==> config.mk <==
export PLATFORM = sky130hd
export DESIGN_NAME = cci_mpf_csr_event_counters
export DESIGN_NICKNAME = d
export VERILOG_FILES = /design/src/rtl/cci_mpf_csr_event_counters.sv
export SDC_FILE = /design/constraint.sdc
export NUM_CORES = 1
export LEC_CHECK = 0
export BUFFER_PORTS_ARGS = -buffer_cell sky130_fd_sc_hd__buf_2
export CAP_MARGIN = 0
export CELL_PAD_IN_SITES_DETAIL_PLACEMENT = 0
export CELL_PAD_IN_SITES_GLOBAL_PLACEMENT = 1
export CORE_ASPECT_RATIO = 1.2
export CORE_MARGIN = 2
export CORE_UTILIZATION = 46
export CTS_BUF_LIST = sky130_fd_sc_hd__clkbuf_4
export DETAILED_ROUTE_END_ITERATION = 6
export GPL_TIMING_DRIVEN = 0
export PLACE_DENSITY_LB_ADDON = 0.1
export SKIP_CTS_REPAIR_TIMING = 1
export SLEW_MARGIN = 20
export SYNTH_ARGS = -nofsm -noshare
export SYNTH_HDL_FRONTEND = slang
export SYNTH_SLANG_ARGS = --single-unit
==> constraint.sdc <==
create_clock -name clk -period 3 [get_ports clk]
set_clock_uncertainty 0.05 [all_clocks]
set_input_delay 0.3 -clock clk [delete_from_list [all_inputs] [get_ports clk]]
set_output_delay 0.3 -clock clk [all_outputs]
set_load 0.02 [all_outputs]
==> src/rtl/cci_mpf_csr_event_counters.sv <==
// MPF shim event counters: registers single-cycle event pulses, sums them into
// per-event counters with sticky overflow flags, and serves a fixed-latency read port.
module cci_mpf_csr_event_counters #(
  parameter int unsigned NUM_EVENTS    = 7,
  parameter int unsigned COUNTER_WIDTH = 64,
  parameter int unsigned IDX_WIDTH     = 4
) (
  input  logic                  clk,
  input  logic                  reset,
  input  logic [NUM_EVENTS-1:0] events,
  input  logic                  rd_req,
  input  logic [IDX_WIDTH-1:0]  rd_idx,
  output logic                  rd_rsp_valid,
  output logic [63:0]           rd_rsp_data,
  input  logic                  clr_valid,
  input  logic                  clr_all,
  input  logic [IDX_WIDTH-1:0]  clr_idx
);

  localparam int unsigned DATA_WIDTH = 64;
  localparam logic [IDX_WIDTH-1:0] OVF_IDX = IDX_WIDTH'(NUM_EVENTS);

  logic [NUM_EVENTS-1:0]    ev_q;
  logic [NUM_EVENTS-1:0]    ovf;
  logic [NUM_EVENTS-1:0]    clr_hit;
  logic [COUNTER_WIDTH-1:0] cnt [NUM_EVENTS];

  logic                     clr_q_valid;
  logic                     clr_q_all;
  logic [IDX_WIDTH-1:0]     clr_q_idx;
  logic                     rd_q_valid;
  logic [IDX_WIDTH-1:0]     rd_q_idx;
  logic [DATA_WIDTH-1:0]    rd_sel;

  // Input stage: events, clear command and read request all land one edge in.
  always_ff @(posedge clk) begin
    if (reset) begin
      ev_q        <= '0;
      clr_q_valid <= 1'b0;
      clr_q_all   <= 1'b0;
      clr_q_idx   <= '0;
      rd_q_valid  <= 1'b0;
      rd_q_idx    <= '0;
    end else begin
      ev_q        <= events;
      clr_q_valid <= clr_valid;
      clr_q_all   <= clr_all;
      clr_q_idx   <= clr_idx;
      rd_q_valid  <= rd_req;
      rd_q_idx    <= rd_idx;
    end
  end

  // Out-of-range single clears match no counter and are dropped here.
  always_comb begin
    clr_hit = '0;
    for (int i = 0; i < int'(NUM_EVENTS); i++) begin
      clr_hit[i] = clr_q_valid && (clr_q_all || (clr_q_idx == IDX_WIDTH'(i)));
    end
  end

  // A cleared counter restarts at its pending event bit so no pulse is lost.
  always_ff @(posedge clk) begin
    if (reset) begin
      ovf <= '0;
      for (int i = 0; i < int'(NUM_EVENTS); i++) begin
        cnt[i] <= '0;
      end
    end else begin
      for (int i = 0; i < int'(NUM_EVENTS); i++) begin
        if (clr_hit[i]) begin
          cnt[i] <= COUNTER_WIDTH'(ev_q[i]);
          ovf[i] <= 1'b0;
        end else if (ev_q[i]) begin
          cnt[i] <= cnt[i] + COUNTER_WIDTH'(1);
          if (&cnt[i]) begin
            ovf[i] <= 1'b1;
          end
        end
      end
    end
  end

  // Read select: counters, then the overflow bitmap, zero beyond.
  always_comb begin
    rd_sel = '0;
    for (int i = 0; i < int'(NUM_EVENTS); i++) begin
      if (rd_q_idx == IDX_WIDTH'(i)) begin
        rd_sel = DATA_WIDTH'(cnt[i]);
      end
    end
    if (rd_q_idx == OVF_IDX) begin
      rd_sel = DATA_WIDTH'(ovf);
    end
  end

  // Response register; data holds between responses.
  always_ff @(posedge clk) begin
    if (reset) begin
      rd_rsp_valid <= 1'b0;
      rd_rsp_data  <= '0;
    end else begin
      rd_rsp_valid <= rd_q_valid;
      if (rd_q_valid) begin
        rd_rsp_data <= rd_sel;
      end
    end
  end

endmodule

## Yosys cells after proc, flatten, opt, wreduce, memory -nomap -nowiden

Memory sizes are Yosys's and may differ from the RTL's.
Index checks and enable logic that the tools add are counted.

| word-level totals | value |
|---|---|
| memories | 1 |
| input port bits | 20 |
| register bits | 90 |
| RAM bits | 448 |
| output and inout port bits | 65 |

| cells by class | value |
|---|---|
| equality and inequality tests | 13 |
| $add $sub $neg | 7 |
| reductions and logical operators | 30 |
| bitwise logic cells | 14 |
| multiplexer cells | 73 |

Memories:

| memory | words | bits a word | read ports | clocked after Yosys merged registers in | wr ports | RTL line | source |
|---|---|---|---|---|---|---|---|
| cnt | 7 | 64 | 7 | 0 | 7 | 26 | `logic [COUNTER_WIDTH-1:0] cnt [NUM_EVENTS];` |

Operators by type and width:

| kind | count |
|---|---|
| 2-to-1 mux 64 bit | 22 |
| AND reduction 65 bit | 7 |
| adder 64 x 1 -> 64 bit, second input constant | 7 |
| 2-to-1 mux 1 bit | 51 |
| == test 4 x 3 -> 1 bit, second input constant | 7 |
| == test 4 x 2 -> 1 bit, second input constant | 4 |
| bitwise OR 1 bit | 14 |
| OR reduction 2 bit | 7 |
| == test 4 x 1 -> 1 bit, second input constant | 2 |
| logical NOT 4 bit | 2 |
| logical AND 1 bit | 7 |
| logical OR 1 bit | 7 |

## Depth between registers and ports, before layout

Gate-level depths: netlist of the first run.

| depth | value |
|---|---|
| word-level depth | 9 |
| depth in mapped cells | 9 |
| depth with buffers taken out | 6 |

## Worst setup path after synthesis of the first run

OpenSTA, ideal clock, no wires.

| path | value |
|---|---|
| path kind | reg2reg |
| start | register clr_q_idx[2] |
| end | memory cnt[6][0], enable pin |
| period minus slack after synthesis | 2893 ps |
| setup slack | 107 ps |
| arrival time | 2410 ps |
| cell stages (with the launch flop) | 5 |
| cells stage by stage | dfxtp_1 > nor4bb_1 > o21ai_0 > nor2b_1 > nand2b_1 |

RTL lines:

| element | RTL line | source |
|---|---|---|
| start: declaration | 30 | `logic [IDX_WIDTH-1:0] clr_q_idx;` |
| start signal: assignment | 48 | `clr_q_idx <= clr_idx;` |
| end: declaration | 26 |  |

## Final worst setup path of the first run

| path | value |
|---|---|
| start | register rd_q_idx[2] |
| end | register rd_rsp_data[8] |

| between the ends | value |
|---|---|
| longest elaborated chain between the ends | 9 |
| elaborated cells between the ends (all ways) | 16 |

RTL lines:

| element | RTL line | source |
|---|---|---|
| start: declaration | 32 | `logic [IDX_WIDTH-1:0] rd_q_idx;` |
| start signal: assignment | 50 | `rd_q_idx <= rd_idx;` |
| logical NOT 4 bit | 88 | `if (rd_q_idx == IDX_WIDTH'(i)) begin` |
| 2-to-1 mux 64 bit (7 in series) | 88 |  |
| 2-to-1 mux 64 bit (*) | 92 | `if (rd_q_idx == OVF_IDX) begin` |
| end signal: assignment | 105 | `rd_rsp_data <= rd_sel;` |
| end: declaration | 14 | `output logic [63:0] rd_rsp_data,` |

Mark *: on every way between the ends. The rest lies on a longest branch, timed or not.
A chain may end at the register's enable or synchronous reset.

==> flow_metrics.tcl, run 1 <==
set metrics [dict create \
    cts_buffers 153 \
    num_vias 29290 \
    crit_path_max_fanout 10 \
    grtUsageMet2_pct 54.76 \
    antenna_found_initial 6 \
    power_density_nw_per_um2 515.4 \
    final_common_cell "edfxtp_1" \
    numClockSinks 538 \
    grt_max_degree 51 \
    min_period_ps 3137 \
    ioPinCount 85 \
    drv_cap 0 \
    synth_seq_cells 538 \
    finalSetupViolations 5 \
    die_y_um 290.3 \
    endpoint_kind "flop" \
    clock-root-buffer "clkbuf_4" \
    min_path_type "input pin to flop" \
    fp.dieW_um 242.6 \
    final_cells 4618 \
    yosysWarnings 0 \
    ys_top_cells_by_area "edfxtp_1, dfxtp_1, nor2_1, a21oi_1, xnor2_1" \
    synth.top_cell.area_share_pct 42.83 \
    critPathLaunchType "flop" \
    dieArea_um2 70400 \
    placed_area_um2 33220 \
    reg2regPathDepth 7 \
    hpwlAfterDp_mm 93.55 \
    grt_pass1_wl_mm 178.2 \
    worstMarginPinSlew_ps 1174 \
    avgSynthCellArea_um2 9.554 \
    leakage_uw 0.01140 \
    finalCritPeriodShare_pct 104.6 \
    setup_ws_ps -137.4 \
    ys_seq_area_share_pct 48.56 \
    synth_edf_count 448 \
    violations "DRC, hold timing, setup timing" \
    synthCells 3288 \
    ant_nets 0 \
    grt_usage_pct 34.15 \
    dp.cells 4281 \
    drt_iter0_drc 3331 \
    synthDistinctLibCells 60 \
    insertion_delay_ps 1080 \
    h-tree-depth 4 \
    rows 104 \
    grt_pass1_vias 27527 \
    routabilityCongestion 0.9798 \
    totalWireLength_mm 123.0 \
    final_cell_mix "edfxtp_1, nor2_1, clkbuf_4, a21oi_1, nand2_1" \
    ir_worst_vdd_uv 358.1 \
    status "finished, violations left" \
    required_ps 3890 \
    ctsLongestPathBuffers 3 \
    async_flop_share_pct 0 \
    cts_tree "done" \
    path_clk_slew_ps 70 \
    fillers 6275 \
    core-area_um2 67270 \
    initial_utilization_pct 46.69 \
    hold_viol_final 2 \
    layout.nets 3612 \
    whs_path_depth 3 \
    synth.largest_area_cell "edfxtp_1" \
    fmax_mhz 318.7 \
    slew_violations 0 \
    synth_nets 3315 \
    drcViolationCount 1 \
    dr.pass1.iters 7 \
    via_per_inst 6.343 \
    grtUsageMet3_pct 7.268 \
    post-route-cell-area_um2 36040 \
    rsz0062_at_grt "yes" \
    crit_arrival_ps 4030 \
    synthFlopType "edfxtp_1" \
    place_ws_ps -856.6 \
    worst-setup-path-type "flop to flop" \
    portBuffers 83 \
    drive_above_1_share_pct 14.71 \
    busiest_layer "met2" \
    synth_area_um2 31410 \
    grt_util_met1_pct 41.18 \
    avgRoutedWirePerCell_um 26.63 \
    syn2layout_area_growth_pct 14.73 \
    hold_ws_ps -15.90 \
    overflow 0 \
    tns_ps -235.4 \
    slew_headroom_pct 21.73 \
]
## worst max-delay path, cell delays in order, from the launching register on
cell and delay, ps:
dfxtp_1 440, or2_2 160, buf_4 270, nor3_2 160, clkbuf_2 260, a222oi_1 900
o21ai_1 360, a221o_1 420
## per-stage QoR
stage	hold slack, ps	power [µW]	utilization, %
6_report	-15.90	18580	53.57
5_1_grt	-48.02	19230	53.57
4_1_cts	-652.9	18550	52.42
3_5_place_dp	406.6	11200	49.38
3_3_place_gp	408.6	11150	48.99
2_1_floorplan	376.2	10220	-
## sequential cells by signal, summed over array words and instances (netlist names)
signal and flops:
rd_q_idx 4, clr_q_valid 1, rd_q_valid 1, rd_rsp_data 64, rd_rsp_valid 1, ovf 7, ev_q 7, cnt 448
clr_q_all 1, clr_q_idx 4
## per-layer routing
| layer | vias up | routed length (µm) |
|---|---|---|
| li1 | 13229 | - |
| met1 | 14390 | 47200 |
| met2 | 1343 | 56890 |
| met3 | 324 | 9357 |
| met4 | 4 | 9498 |
| met5 | - | 20 |
## cells by family after synthesis
| group | count (synthesis) | synth area share, % |
|---|---|---|
| AOI/OAI and AO/OA | 714 | 13.92 |
| xor gates and xnor gates | 252 | 7.026 |
| adders and majority gates | 7 | 0.2788 |
| buffers and inverters | 229 | 2.756 |
| DFF | 538 | 48.56 |
| muxes | 76 | 2.685 |
| and+or+nand+nor | 1472 | 24.77 |
## layout make-up
class                   instances  area [µm²]  area share, %
multi-input cells            2521       15660          43.45
flip-flops and latches        538       15260          42.33
clock buffers                 247        1854          5.145
well taps                     901        1127          3.128
repair buffers                145        1041          2.888
plain buffers                 181       732.0          2.031
clock inverters                35       190.2         0.5277
inverters                      45       168.9         0.4687
diodes                          5       12.51        0.03472
## worst paths after layout
kind	slack, ps	end	start
setup / recovery	-140	rd_rsp_data[8]	rd_q_idx[2]
setup reg to reg	-140	rd_rsp_data[8]	rd_q_idx[2]
hold reg to reg	420	rd_rsp_data[11]	rd_rsp_data[11]
hold / removal	-20	ev_q[3]	events[3]
## cells in the mapped netlist, drive strengths merged (39+ instances only)
master and instances:
edfxtp 448, nor2 368, a21oi 248, o21ai 208, nand2 207, nand3 173, clkbuf 164, nand4 159
or3 149, xnor2 130, xor2 122, dfxtp 90, a22oi 72, nor4 71, mux2 66, nand2b 61
nor3 58, inv 45, and3 43, and4 43, or4 39
## power by group
group / total, µW / switching (µW) / internal (µW)
logic: 1800 / 1200 / 602
clock network: 7380 / 3500 / 3890
registers: 9390 / 776 / 8610
Note: power is estimated with default switching activity, not from simulation.
==> inputs of run 2 (changes only) <==
Settings changed: SETUP_SLACK_MARGIN from default to 0.2.
==> flow_metrics.tcl, run 2 (synthesized netlist as in run 1, its figures left out) <==
set metrics [dict create \
    switching_share_pct 29.23 \
    p_seq_share_pct 50.3 \
    grt_pass1_wl_mm 176.9 \
    routabilityCongestion 0.9714 \
    overflow 0 \
    slew_headroom_pct 21.90 \
    finalCritPeriodShare_pct 99.52 \
    syn2layout_area_growth_pct 17.18 \
    endpoint_kind "flop" \
    cts_buffers 151 \
    dieArea_um2 70400 \
    placed_area_um2 33220 \
    largest_reg_flops 448 \
    power_switching_uw 5436 \
    drv_cap 0 \
    min_period_ps 2986 \
    layout.nets 3687 \
    required_ps 3830 \
    reg.largest.list "cnt (448), rd_rsp_data (64)" \
    tns_ps 0 \
    via_per_inst 6.344 \
    clockPowerShare_pct 39.3 \
    hpwlAfterDp_mm 93.65 \
    violations "DRC" \
    portBuffers 83 \
    dr.pass1.iters 7 \
    insertion_delay_ps 1030 \
    worst-setup-path-type "flop to flop" \
    fmax_mhz 335.0 \
    dp.cells 4281 \
    combPwrFrac_pct 10.5 \
    crit_arrival_ps 3810 \
    die_y_um 290.3 \
    numClockSinks 538 \
    path_clk_slew_ps 70 \
    critPathLaunchType "flop" \
    core-area_um2 67270 \
    num_vias 29694 \
    ant_nets 0 \
    h-tree-depth 4 \
    slew_violations 0 \
    finalSetupViolations 0 \
    ctsLongestPathBuffers 3 \
    worstMarginPinSlew_ps 1171 \
    ir_worst_vdd_uv 302.2 \
    grt_usage_pct 33.95 \
    crit_path_max_fanout 10 \
    drt_iter0_drc 3419 \
    p_int_uw 13160 \
    grt_max_degree 50 \
    drcViolationCount 17 \
    grt_pass1_vias 27177 \
    finalCoreUtilization_pct 54.71 \
    avgRoutedWirePerCell_um 26.58 \
    fp.dieW_um 242.6 \
    antenna_found_initial 4 \
    min_path_type "input pin to flop" \
    power_density_nw_per_um2 505.2 \
    cts_tree "done" \
    final_common_cell "edfxtp_1" \
    totalWireLength_mm 124.4 \
    final_cells 4681 \
    largest-register "cnt" \
    hold_ws_ps 25.73 \
    leakage_uw 0.01190 \
    initial_utilization_pct 46.69 \
    final_cell_mix "edfxtp_1, nor2_1, a21oi_1, clkbuf_4, nand2_1" \
    clock-root-buffer "clkbuf_4" \
    hold_viol_final 0 \
    status "finished, violations left" \
    rsz0062_at_grt "yes" \
    ioPinCount 85 \
    drive_above_1_share_pct 17.63 \
    post-route-cell-area_um2 36810 \
    rows 104 \
]
## run 2: per-stage QoR
step	total power (µW)	worst slack [ps]
global route	19190	139.3
floorplan	10210	483.8
CTS	18440	-945.8
finish	18600	14.49
global placement	11130	-913.0
detailed placement	11200	-948.4
## run 2: worst max-delay path, cell delays in order (launching register included)
cell and delay [ps]:
dfxtp_2 330, buf_6 140, nor2b_4 160, nor2b_4 150, buf_6 130, buf_8 140, a222oi_1 1010, o21ai_1 350
a221o_1 370
## run 2: worst paths after layout
check,startpoint,to,slack (ps),cells past startpoint
setup / recovery,rd_q_idx[1],rd_rsp_data[8],10,8
hold / removal,events[5],ev_q[5],30,3
setup reg to reg,rd_q_idx[1],rd_rsp_data[8],10,8
hold reg to reg,rd_rsp_data[22],rd_rsp_data[22],420,2
## run 2: power by group through the flow
stage | Sequential, µW | Combinational, µW | Clock (µW)
after CTS | 9350 | 1700 | 7390
after global routing | 9390 | 2040 | 7760
after floorplan | 9220 | 995 | 0
after global placement | 9500 | 1630 | 0
after detailed placement | 9500 | 1690 | 0
final | 9350 | 1950 | 7300
## run 2: per-layer routing
layer	part of all wire, %	track usage (%)	vias to the layer above	wire [µm]
li1	-	-	13362	-
met5	0	0	-	0
met3	8.0	6.556	308	9981
met4	6.9	20.87	0	8617
met1	38	41.38	14535	47100
met2	47	55.55	1489	58720
## run 2: area by class of cell
class                   instances  area, µm²
fillers                      6202      30470
plain buffers                 184      825.8
clock buffers                 233       1749
inverters                      45      168.9
well taps                     901       1127
flip-flops and latches        538      15260
multi-input cells            2521      15820
diodes                          3      7.507
clock inverters                37      262.8
repair buffers                219       1592
